## config.mk

```make
export PLATFORM = sky130hd
export DESIGN_NAME = led_regfile
export DESIGN_NICKNAME = d
export VERILOG_FILES = /design/src/rtl/led_regfile.sv
export SDC_FILE = /design/constraint.sdc
export NUM_CORES = 1
export LEC_CHECK = 0
export ABC_AREA = 1
export CAP_MARGIN = 20
export CORE_ASPECT_RATIO = 0.75
export CORE_MARGIN = 3
export CORE_UTILIZATION = 55
export CTS_BUF_LIST = sky130_fd_sc_hd__clkbuf_4 sky130_fd_sc_hd__clkbuf_8
export CTS_CLUSTER_DIAMETER = 80
export DETAILED_ROUTE_END_ITERATION = 8
export PLACE_DENSITY = 0.72
export SLEW_MARGIN = 10
export SYNTH_ARGS = -nofsm -noshare
export SYNTH_HDL_FRONTEND = slang
export SYNTH_SLANG_ARGS = --single-unit
```

## constraint.sdc

```tcl
create_clock -name clk -period 7.85 [get_ports clk]
set_input_delay 1.1775 -clock clk [delete_from_list [all_inputs] [get_ports clk]]
set_output_delay 1.1775 -clock clk [all_outputs]
set_load 0.01 [all_outputs]
```

## src/rtl/led_regfile.sv

```systemverilog
// led_regfile: double-buffered LED colour bank fed by an I2C slave.
// Bytes land in a shadow buffer through an auto-incrementing pointer.
// An I2C STOP copies the shadow into the active buffer, which the LED
// driver reads through a registered index port.
//
// Handshake: there is no valid/ready pair. A byte is accepted on the
// rising edge of data_valid and the pointer is loaded on the rising edge
// of address_valid. The block never stalls, so the upstream slave needs
// no backpressure.
module led_regfile #(
  parameter int NUM_LEDS = 8,
  parameter int IDX_W    = 3
) (
  input  logic             clk,
  input  logic             reset,
  input  logic [7:0]       address,
  input  logic [7:0]       data,
  input  logic             address_valid,
  input  logic             data_valid,
  input  logic             start,
  input  logic             stop,
  input  logic [IDX_W-1:0] led_idx,
  output logic [23:0]      led_rgb,
  output logic             update,
  output logic             blank
);

  localparam int DEPTH = 3 * NUM_LEDS;

  localparam logic [1:0] S_IDLE      = 2'd0;
  localparam logic [1:0] S_WAIT_ADDR = 2'd1;
  localparam logic [1:0] S_WRITE     = 2'd2;
  localparam logic [1:0] S_COMMIT    = 2'd3;

  logic [1:0]  r_state;
  logic        r_dv_q;
  logic        r_av_q;
  logic [7:0]  r_ptr;
  logic        r_dirty;
  logic [7:0]  r_ctrl;
  logic        r_update;
  logic [23:0] r_led_rgb;
  logic [7:0]  r_shadow [DEPTH];
  logic [7:0]  r_active [DEPTH];

  logic        w_dv_rise;
  logic        w_av_rise;
  logic        w_wr;
  logic        w_wr_buf;
  logic        w_dirty_next;
  logic [23:0] w_rgb;

  assign w_dv_rise    = data_valid & ~r_dv_q;
  assign w_av_rise    = address_valid & ~r_av_q;
  // A byte only counts while a transaction is in its data phase.
  assign w_wr         = w_dv_rise && (r_state == S_WRITE);
  assign w_wr_buf     = w_wr && (r_ptr < 8'(DEPTH));
  // A STOP arriving with the last byte must still see that byte as dirty.
  assign w_dirty_next = r_dirty | w_wr_buf;

  // Edge-detect history for the level strobes from the slave.
  always_ff @(posedge clk) begin
    if (reset) begin
      r_dv_q <= 1'b0;
      r_av_q <= 1'b0;
    end else begin
      r_dv_q <= data_valid;
      r_av_q <= address_valid;
    end
  end

  // Transaction FSM; START always wins except that COMMIT finishes first.
  always_ff @(posedge clk) begin
    if (reset) begin
      r_state <= S_IDLE;
    end else begin
      case (r_state)
        S_IDLE: begin
          if (start) r_state <= S_WAIT_ADDR;
        end
        S_WAIT_ADDR: begin
          if (start)          r_state <= S_WAIT_ADDR;
          else if (w_av_rise) r_state <= S_WRITE;
          else if (stop)      r_state <= r_dirty ? S_COMMIT : S_IDLE;
        end
        S_WRITE: begin
          if (start)     r_state <= S_WAIT_ADDR;
          else if (stop) r_state <= w_dirty_next ? S_COMMIT : S_IDLE;
        end
        default: begin
          r_state <= start ? S_WAIT_ADDR : S_IDLE;
        end
      endcase
    end
  end

  // Pointer: loaded from the register address, advanced per accepted byte.
  always_ff @(posedge clk) begin
    if (reset) begin
      r_ptr <= 8'd0;
    end else if (r_state == S_WAIT_ADDR && !start && w_av_rise) begin
      r_ptr <= address;
    end else if (w_wr) begin
      if (r_ptr < 8'(DEPTH - 1))       r_ptr <= r_ptr + 8'd1;
      else if (r_ptr == 8'(DEPTH - 1)) r_ptr <= 8'd0;
    end
  end

  // Control register at address 0xFF; takes effect without a commit.
  always_ff @(posedge clk) begin
    if (reset) begin
      r_ctrl <= 8'd0;
    end else if (w_wr && r_ptr == 8'hFF) begin
      r_ctrl <= data;
    end
  end

  // Shadow buffer writes and the dirty flag that gates a commit.
  always_ff @(posedge clk) begin
    if (reset) begin
      for (int b = 0; b < DEPTH; b++) r_shadow[b] <= 8'd0;
      r_dirty <= 1'b0;
    end else begin
      if (w_wr_buf) begin
        for (int b = 0; b < DEPTH; b++) begin
          if (r_ptr == 8'(b)) r_shadow[b] <= data;
        end
      end
      if (r_state == S_COMMIT) r_dirty <= 1'b0;
      else if (w_wr_buf)       r_dirty <= 1'b1;
    end
  end

  // Whole-buffer copy in the single COMMIT cycle, with the update pulse.
  always_ff @(posedge clk) begin
    if (reset) begin
      for (int b = 0; b < DEPTH; b++) r_active[b] <= 8'd0;
      r_update <= 1'b0;
    end else begin
      r_update <= (r_state == S_COMMIT);
      if (r_state == S_COMMIT) begin
        for (int b = 0; b < DEPTH; b++) r_active[b] <= r_shadow[b];
      end
    end
  end

  // Select the three active bytes of the requested LED; unknown index reads 0.
  always_comb begin
    w_rgb = 24'd0;
    for (int i = 0; i < NUM_LEDS; i++) begin
      if (int'(led_idx) == i) w_rgb = {r_active[3*i], r_active[3*i+1], r_active[3*i+2]};
    end
  end

  // Registered read port, forced dark while blank is set.
  always_ff @(posedge clk) begin
    if (reset) r_led_rgb <= 24'd0;
    else       r_led_rgb <= r_ctrl[0] ? 24'd0 : w_rgb;
  end

  assign led_rgb = r_led_rgb;
  assign update  = r_update;
  assign blank   = r_ctrl[0];

endmodule

```

; Word level (Yosys, flattened, before mapping)
; Memory sizes are Yosys's and may differ from the RTL's.
; Index checks and enable logic that the tools add are counted.
[word_totals]
out_inout_bits = 26
in_bits = 25
wordCells = 289
regBits = 39
mem_count = 2
ramBits = 384
[classes]
n_mux = 171
addsub = 1
magnitude_cmp = 2
n_reduce_logical = 15
n_eq_ne = 37
bitwise = 53
[memory_table]
columns = name, words, word_bits, rd, rd_ports_with_merged_regs, write_ports, line_no
row1 = r_active, 24, 8, 24, 0, 24, 44  ; logic [7:0] r_active [DEPTH];
row2 = r_shadow, 24, 8, 24, 0, 24, 43  ; logic [7:0] r_shadow [DEPTH];
[op_table]
columns = cell, count
row1 = 8-bit 2-to-1 mux, 52
row2 = 24-bit 2-to-1 mux, 8
row3 = 1-bit 2-to-1 mux, 102
row4 = "8-bit by 4-bit == test with 1-bit output, second input constant", 8
row5 = "8-bit by 5-bit == test with 1-bit output, second input constant", 8
row6 = 1-bit bitwise OR, 49
row7 = "8-bit by 3-bit == test with 1-bit output, second input constant", 4
row8 = "8-bit by 2-bit == test with 1-bit output, second input constant", 2
row9 = "8-bit by 5-bit < comparator with 1-bit output, second input constant", 2
row10 = 2-bit 2-to-1 mux, 8
row11 = "3-bit == test, second input constant", 4
row12 = "8-bit by 1-bit adder with 8-bit output, second input constant", 1
row13 = "8-bit by 1-bit == test with 1-bit output, second input constant", 1
row14 = "8-bit == test, second input constant", 1
row15 = 8-bit logical NOT, 1
row16 = "3-bit by 2-bit == test with 1-bit output, second input constant", 2
row17 = 2-bit case mux with 3 select lines, 1
row18 = 1-bit logical AND, 5
row19 = "2-bit == test, second input constant", 2
row20 = "4-bit != test, second input constant", 1
row21 = 2-bit OR reduction, 2
row22 = "3-bit by 1-bit == test with 1-bit output, second input constant", 1
row23 = 3-bit logical NOT, 1
row24 = "3-bit != test, second input constant", 1
row25 = other kinds (10), 12

; Longest topological paths before layout
; Gate-level depths: netlist of run 1.
[logic_depth]
depth_word = 9
mapped_depth = 11
mapped_depth_nobuf = 10

; Worst setup path after synthesis of run 1
; No wires, ideal clock.
[synth_timing]
kind = input port to flip-flop
startpoint = input reset
endpoint = memory r_active[0][0] (enable)
path_slack_ns = 1.567
n_path_buf = 2
path_stages = 4
required_time_ns = 6.298
setup_time_ns = 1.552
t_arrival_ns = 4.731
cell_sequence = buf_2 > inv_2 > buf_2 > nand2_1
[synth_rtl]
columns = item, line_no
row1 = start: declaration, 15  ; input logic reset,
row2 = end: declaration, 44

; Final worst setup path of run 1
[layout_timing]
startpoint = input led_idx[0]
endpoint = register r_led_rgb[8], in the netlist led_rgb[8]
[layout_between]
elab_chain_cells = 9
word_cells_on_any_way = 16
cone_classes = 7 x eq/ne / 8 x mux / 1 x reduce/logical
[layout_rtl]
columns = item, line_no
row1 = start: declaration, 22  ; input logic [IDX_W-1:0] led_idx,
row2 = 3-bit logical NOT, 151  ; if (int'(led_idx) == i) w_rgb = {r_active[3*i], r_active[3*i+1], r_active[3*i+2]};
row3 = 24-bit 2-to-1 mux (7 in a row), 151
row4 = 24-bit 2-to-1 mux (*), 151
row5 = end signal: assignment, 158  ; else r_led_rgb <= r_ctrl[0] ? 24'd0 : w_rgb;
row6 = end: declaration, 42  ; logic [23:0] r_led_rgb;
; Mark *: on every way between the ends. The rest lies on a longest branch, timed or not.
; A chain may end at the register's enable or synchronous reset.

==> results.md, run 1 <==
* Status: completed
* GRT Util Overall at 0.2264
* Post-Syn Area per Cell at 10.88 µm²
* YS warnings at 0
* Initial core utilization at 0.5662
* Worst flop-to-flop path startpoint: r_state[0]
* Max stage delay on crit path at 1.00 ns
* Routed len/inst at 17.83 µm
* # hold bufs at CTS at 0
* Max Cap Viol at 0
* Critical Path Start Type: input port
* Final min period at 3.877 ns
* Synth Register Bits at 423
* First DRT Iteration DRCs at 1,218
* WHS Endpoint: r_ptr[5]
* FP Rows at 55
* Count leader, synth: nor2_1
* Main synth FF type: edfxtp_1
* CP Max Fanout at 18
* Worst setup margin at 3.973 ns
* Synth async-reset ratio at 0
* Root Buffer: clkbuf_8
* Power Total at 4577 µW
* Clk slew on worst S/H paths at 0.06 ns
* Placeable Area at 0.03062 mm²
* Initial antenna violation count at 1
* Vias per cell at 5.114
* Fillcell total at 2,342
* Die span in y at 159.8 µm
* Via count at 10,790
* Syn-to-layout area delta at 12.15%
* Worst Setup End Kind: flip-flop
* Final hold violations at 0
* Crit path max-delay family: buffers and inverters
* Final ANT Viol Nets at 0
* Synth Cell Area at 0.01734 mm²
* P_leak at 0.007926 µW
* Crit-path slowest cell: clkdlybuf4s50_1
* Post-synth EDFFs at 384
* Synth top area cells: edfxtp_1 67%, nor2_1 9.1%, inv_1 6.2%
* Number of global-route vias before repair at 10,673
* Layout cells sized above 1 at 0.09585
* Worst-skew pair later-pin latency at 0.61 ns
* Setup WS pre-CTS at 3.384 ns
* Leading area contributor after synthesis: edfxtp_1
* CTS tree: yes
* Yosys cell types at 30
* Hold Crit Depth at 2
* Worst min-delay path startpoint: r_ptr[5]
* Post-DP HPWL at 23,740 µm
* Pins Over Slew Limit at 0
* H-tree depth at 2
* Fmax achieved at 0.2579 GHz
* Die ar. at 0.03371 mm²
* Crit-path cells: clkdlybuf4s50_1 -> inv_2 -> nand3_1 -> clkinv_1 -> a21oi_1 -> nand4_1 -> nand2_1 -> inv_1
* Post-CTS Setup Bufs at 0
* Pin count of the biggest net entering global routing at 152
* First-pass GRT wire length at 58,770 µm
* Clk_skew at 0.02916 ns
* FF-to-FF setup slack at 5.28 ns
* Rel. slew slack at 0.2842
* Num ports at 51
* Post-cts resize count at 0
* Peak supply drop at 126.5 µV
* Post-Route Utilization at 0.6350
* Die W at 211.0 µm
* Port bufs at 50
* CTS buffer count at 60
* Worst reg2reg path endpoint: r_active[1][15]
* Sequential share of the synthesized area at 0.7101
* CP arrival at 4.39 ns
* Number of buffer and inverter stages on the critical path at 4
* Synth top area share at 0.6651
* Synth Instances at 1,593
* Setup TNS at 0 ns
* Drt drc at 0
* R2R depth at 5
* Pwr/cell area at 235.4 mW/mm²
* Commonest cells in the netlist: 419 x nor2_1, 384 x edfxtp_1, 288 x inv_1, 206 x nand2_1, 50 x a21oi_1
* N_diodes at 0
* Post-Syn Nets at 1,622
* GRT Residual Overflow at 0
* Total iterations of the first detailed-routing run at 6
* Hold WC Path Type: reg2reg
* Clock Path Buffers at 3
* Setup Crit Path Kind: in2reg
* CTS sink cnt at 423
* Slew @ Worst Pin at 1.074 ns
* Finish-stage setup viols at 0
* Fin nets at 1,691
* Post-Route WL at 37,630 µm
* RSZ-0062 raised after global routing: no
* Worst Path Required at 8.36 ns
* Final worst path period share at 0.4939
* Routability cong. at 0.8780
[per-layer routing]
layer	share of wire	track usage	up-vias
met5	0	0.005747	-
met2	0.47	0.3589	339
met4	0.019	0.05780	0
met1	0.45	0.3260	5156
met3	0.070	0.04478	60
li1	-	-	5235
[worst register-to-register path, cell delays in order, from the launching register on]
cell and delay (ns):
dfxtp_1 0.38, nand2_1 0.21, nor2_1 0.14, inv_4 0.46
buf_4 0.86, nor2_1 0.22
[registers in the layout (all words and copies together), names as in the netlist]
name      flops
r_ptr         8
r_dv_q        1
led_rgb      24
r_dirty       1
update        1
r_state       2
r_active    192
r_ctrl        1
r_shadow    192
r_av_q        1
[stage by stage]
step           cells  hold slack [ns]  cell area [µm²]
2_1_floorplan   1593           0.4402            17340
3_3_place_gp    1999           0.4562            18230
3_5_place_dp    1999           0.4713            18230
4_1_cts         2110           0.4791            19440
5_1_grt         2110           0.5029            19440
6_report        2110           0.4802            19440
[cells in the final DEF, fill, tap and decap left out, drive strengths merged]
master,n
nand2,213
a31oi,1
o21ai,8
clkinv,23
ha,4
nor2,429
clkbuf,88
bufinv,1
nor3,13
xor2,2
clkdlybuf4s50,49
buf,17
edfxtp,384
inv,298
a21oi,50
nand4,41
or2,1
dfxtp,39
nand3,50
[worst max-delay path by stage]
stage | from | endpoint | slack [ns] | cells after the start
5_1_grt | led_idx[0] | led_rgb[8] | 3.82 | 8
2_1_floorplan | reset | r_active[0][0] | 1.57 | 4
4_1_cts | led_idx[0] | led_rgb[8] | 4.04 | 8
6_report | led_idx[0] | led_rgb[8] | 3.97 | 8
3_3_place_gp | led_idx[0] | led_rgb[11] | 3.59 | 8
3_5_place_dp | led_idx[0] | led_rgb[22] | 3.38 | 8
[power breakdown]
part	internal [µW]	total [µW]	switching (µW)	leakage (µW)
sequential	2560	2590	33.2	0.00424
combinational	70.1	253	183	0.00303
clock	919	1730	812	0.000654
[cell type report]
class | instances | area [µm²] | share of cell area
flip-flops and latches | 423 | 12310 | 0.6332
clock inverters | 23 | 128.9 | 0.006628
inverters | 299 | 1132 | 0.05823
multi-input cells | 812 | 3659 | 0.1881
clock buffers | 88 | 1086 | 0.05585
repair buffers | 66 | 628.1 | 0.03230
well taps | 399 | 499.2 | 0.02567
[cells by family (layout without fill, tap and decap cells)]
logic type,after synthesis,count (layout),share of synthesized area
flops,423,423,0.7101
fa+ha+maj,4,4,0.002887
xor+xnor,2,2,0.001011
buf+inv,358,476,0.07960
simple gates,747,747,0.1893
compound gates,59,59,0.01710
No activity file was read; power rests on OpenSTA's default activity.
==> inputs of run 2 (changes only) <==
Settings changed: PLACE_DENSITY 0.72 to 0.75.
Clock period 7.85 ns to 3.2 ns, I/O delays scaled along.
==> results.md, run 2 (synthesized netlist as in run 1, its figures left out) <==
* Routed len/inst at 18.83 µm (+5.6%)
* Worst flop-to-flop path startpoint: r_ptr[7]
* Final ANT Viol Nets at 0 (unchanged)
* Commonest cells after routing, fill and taps aside: 419 x nor2_1, 384 x edfxtp_1, 288 x inv_1
* Clk slew on worst S/H paths at 0.07 ns (about the same)
* Placeable Area at 0.03062 mm² (unchanged)
* # hold bufs at CTS at 0 (unchanged)
* Commonest non-fill, non-tap cell in the layout: nor2_1
* Clock power share at 0.372 (-0.006)
* Die W at 211.0 µm (unchanged)
* FF-to-FF setup slack at 0.75 ns (-4.53 ns)
* Worst Path Required at 3.48 ns (-4.88 ns)
* Fin nets at 1,700 (+0.53%)
* Hold WC Path Type: in2reg
* RSZ-0062 raised after global routing: no
* FP Rows at 55 (unchanged)
* Total iterations of the first detailed-routing run at 7 (+1)
* Clk_skew at 0.02583 ns (-0.003325 ns)
* Final worst path period share at 0.7641
* Number of global-route vias before repair at 11,037 (+3.4%)
* Fmax achieved at 0.4090 GHz
* Max stage delay on crit path at 0.41 ns (-0.59 ns)
* Post-DP HPWL at 25,410 µm (+7.0%)
* CTS buffer count at 59 (-1.7%)
* Critical Path Start Type: flip-flop
* Finish-stage setup viols at 0 (unchanged)
* Logic pwr share at 0.058 (+0.003)
* Drt drc at 0 (unchanged)
* Slew @ Worst Pin at 0.9027 ns (-0.1710 ns)
* H-tree depth at 2 (unchanged)
* Initial antenna violation count at 1 (unchanged)
* Pwr/cell area at 573.4 mW/mm² (+140%)
* Cell count along the critical path at 7 (-1)
* Switching Fraction at 0.2273 (+0.002555)
* CTS sink cnt at 423 (unchanged)
* Worst Setup End Kind: flip-flop
* Crit path max-delay family: simple AND/OR/NAND/NOR gates
* Sw power at 2540 µW (+150%)
* Worst-skew pair later-pin latency at 0.64 ns (+0.03 ns)
* Worst reg2reg path endpoint: r_shadow[1][29]
* Max Cap Viol at 0 (unchanged)
* Syn-to-layout area delta at 12.41%
* Worst setup margin at 0.7549 ns (-3.218 ns)
* First-pass GRT wire length at 62,010 µm (+5.5%)
* Peak supply drop at 316.9 µV (+150%)
* Crit path from: r_ptr[7]
* Pins Over Slew Limit at 0 (unchanged)
* Die span in y at 159.8 µm (unchanged)
* Status: completed
* Routability cong. at 0.8680 (-1.1%)
* Num ports at 51 (unchanged)
* Port bufs at 50 (unchanged)
* P_leak at 0.007952 µW (+0.33%)
* Setup WS pre-CTS at 0.4541 ns (-2.930 ns)
* Pin count of the biggest net entering global routing at 94 (-38%)
* Post-Route WL at 39,710 µm (+5.5%)
* Via count at 11,223 (+4.0%)
* GRT Util Overall at 0.2407 (+0.01427)
* Final hold violations at 0 (unchanged)
* N_diodes at 0 (unchanged)
* Crit-path cells: nor2_2 -> nand2_2 -> nor2_8 -> inv_2 -> nor3_4 -> nand3_4 -> nand2_1
* CTS tree: yes
* Seq pwr share at 0.570 (+0.004)
* Setup TNS at 0 ns (unchanged)
* Clock Path Buffers at 3 (unchanged)
* CP Max Fanout at 9 (-9)
* Setup Crit Path Kind: reg2reg
* Internal power at 8634 µW (+140%)
* Number of buffer and inverter stages on the critical path at 1 (-3)
* Rel. slew slack at 0.3973 (+0.1131)
* Vias per cell at 5.321 (+4.1%)
* GRT Residual Overflow at 0 (unchanged)
* First DRT Iteration DRCs at 1,432 (+18%)
* Layout cells sized above 1 at 0.1000 (+0.004150)
* Critical Path Sink: r_shadow[1][29]
* CP arrival at 2.73 ns (-1.66 ns)
* Die ar. at 0.03371 mm² (unchanged)
* R2R depth at 7 (+2)
* Post-cts resize count at 0 (unchanged)
* Initial core utilization at 0.5662 (unchanged)
* Final min period at 2.445 ns
* Crit-path slowest cell: nor3_4
* Post-CTS Setup Bufs at 0 (unchanged)
* Root Buffer: clkbuf_8
==> run 2: cell count changes in the layout (fill, tap and decap cells not counted), sizes merged <==
cell / delta
clkbuf: +3
clkinv: -14
bufinv: -1
buf: +10
inv: +1
==> run 2: metrics by stage <==
step	instances	total power (µW)	area, µm²	hold WS [ns]	utilization
final	2109	11170	19490	0.1414	0.6364
after floorplan	1593	6822	17350	0.4402	-
after global placement	2009	7099	18340	0.4564	0.5989
after detailed placement	2009	7120	18340	0.4650	0.5989
after global routing	2109	11540	19490	0.1457	0.6364
after CTS	2109	11210	19490	0.1130	0.6364
==> run 2: how the worst min path moves through the flow <==
stage / startpoint / endpoint / slack (ns) / cells after the start
2_1_floorplan: r_ptr[5] / r_ptr[5] / 0.44 / 2
3_3_place_gp: r_ptr[5] / r_ptr[5] / 0.46 / 2
3_5_place_dp: r_ptr[5] / r_ptr[5] / 0.46 / 2
4_1_cts: reset / r_ptr[7] / 0.11 / 2
5_1_grt: reset / r_dv_q / 0.15 / 2
6_report: reset / r_ptr[7] / 0.14 / 2
==> run 2: area by class of cell <==
| type | count | area [µm²] |
|---|---|---|
| Timing Repair Buffer | 76 | 728.2 |
| Fill cell | 2284 | 11130 |
| Multi-Input combinational cell | 812 | 3667 |
| Sequential cell | 423 | 12310 |
| Clock buffer | 91 | 1102 |
| Clock inverter | 9 | 47.55 |
| Tap cell | 399 | 499.2 |
| Inverter | 299 | 1132 |
==> run 2: routing by layer <==
layer / track usage / routed length [µm]
met1: 0.3501 / 16880
met5: 0 / 11
met3: 0.05165 / 3779
met4: 0.07940 / 971
met2: 0.3663 / 18070
==> run 2: worst register-to-register path, stage by stage (launching register included) <==
cell	delay [ns]
dfxtp_1	0.33
nor2_2	0.16
nand2_2	0.13
nor2_8	0.34
inv_2	0.11
nor3_4	0.41
nand3_4	0.26
nand2_1	0.36
==> run 2: power groups by stage <==
stage          Combinational [µW]  Sequential (µW)  Clock, µW
2_1_floorplan                 359             6460          0
3_3_place_gp                  620             6480          0
3_5_place_dp                  636             6480          0
4_1_cts                       640             6370       4210
5_1_grt                       702             6390       4450
6_report                      644             6370       4160
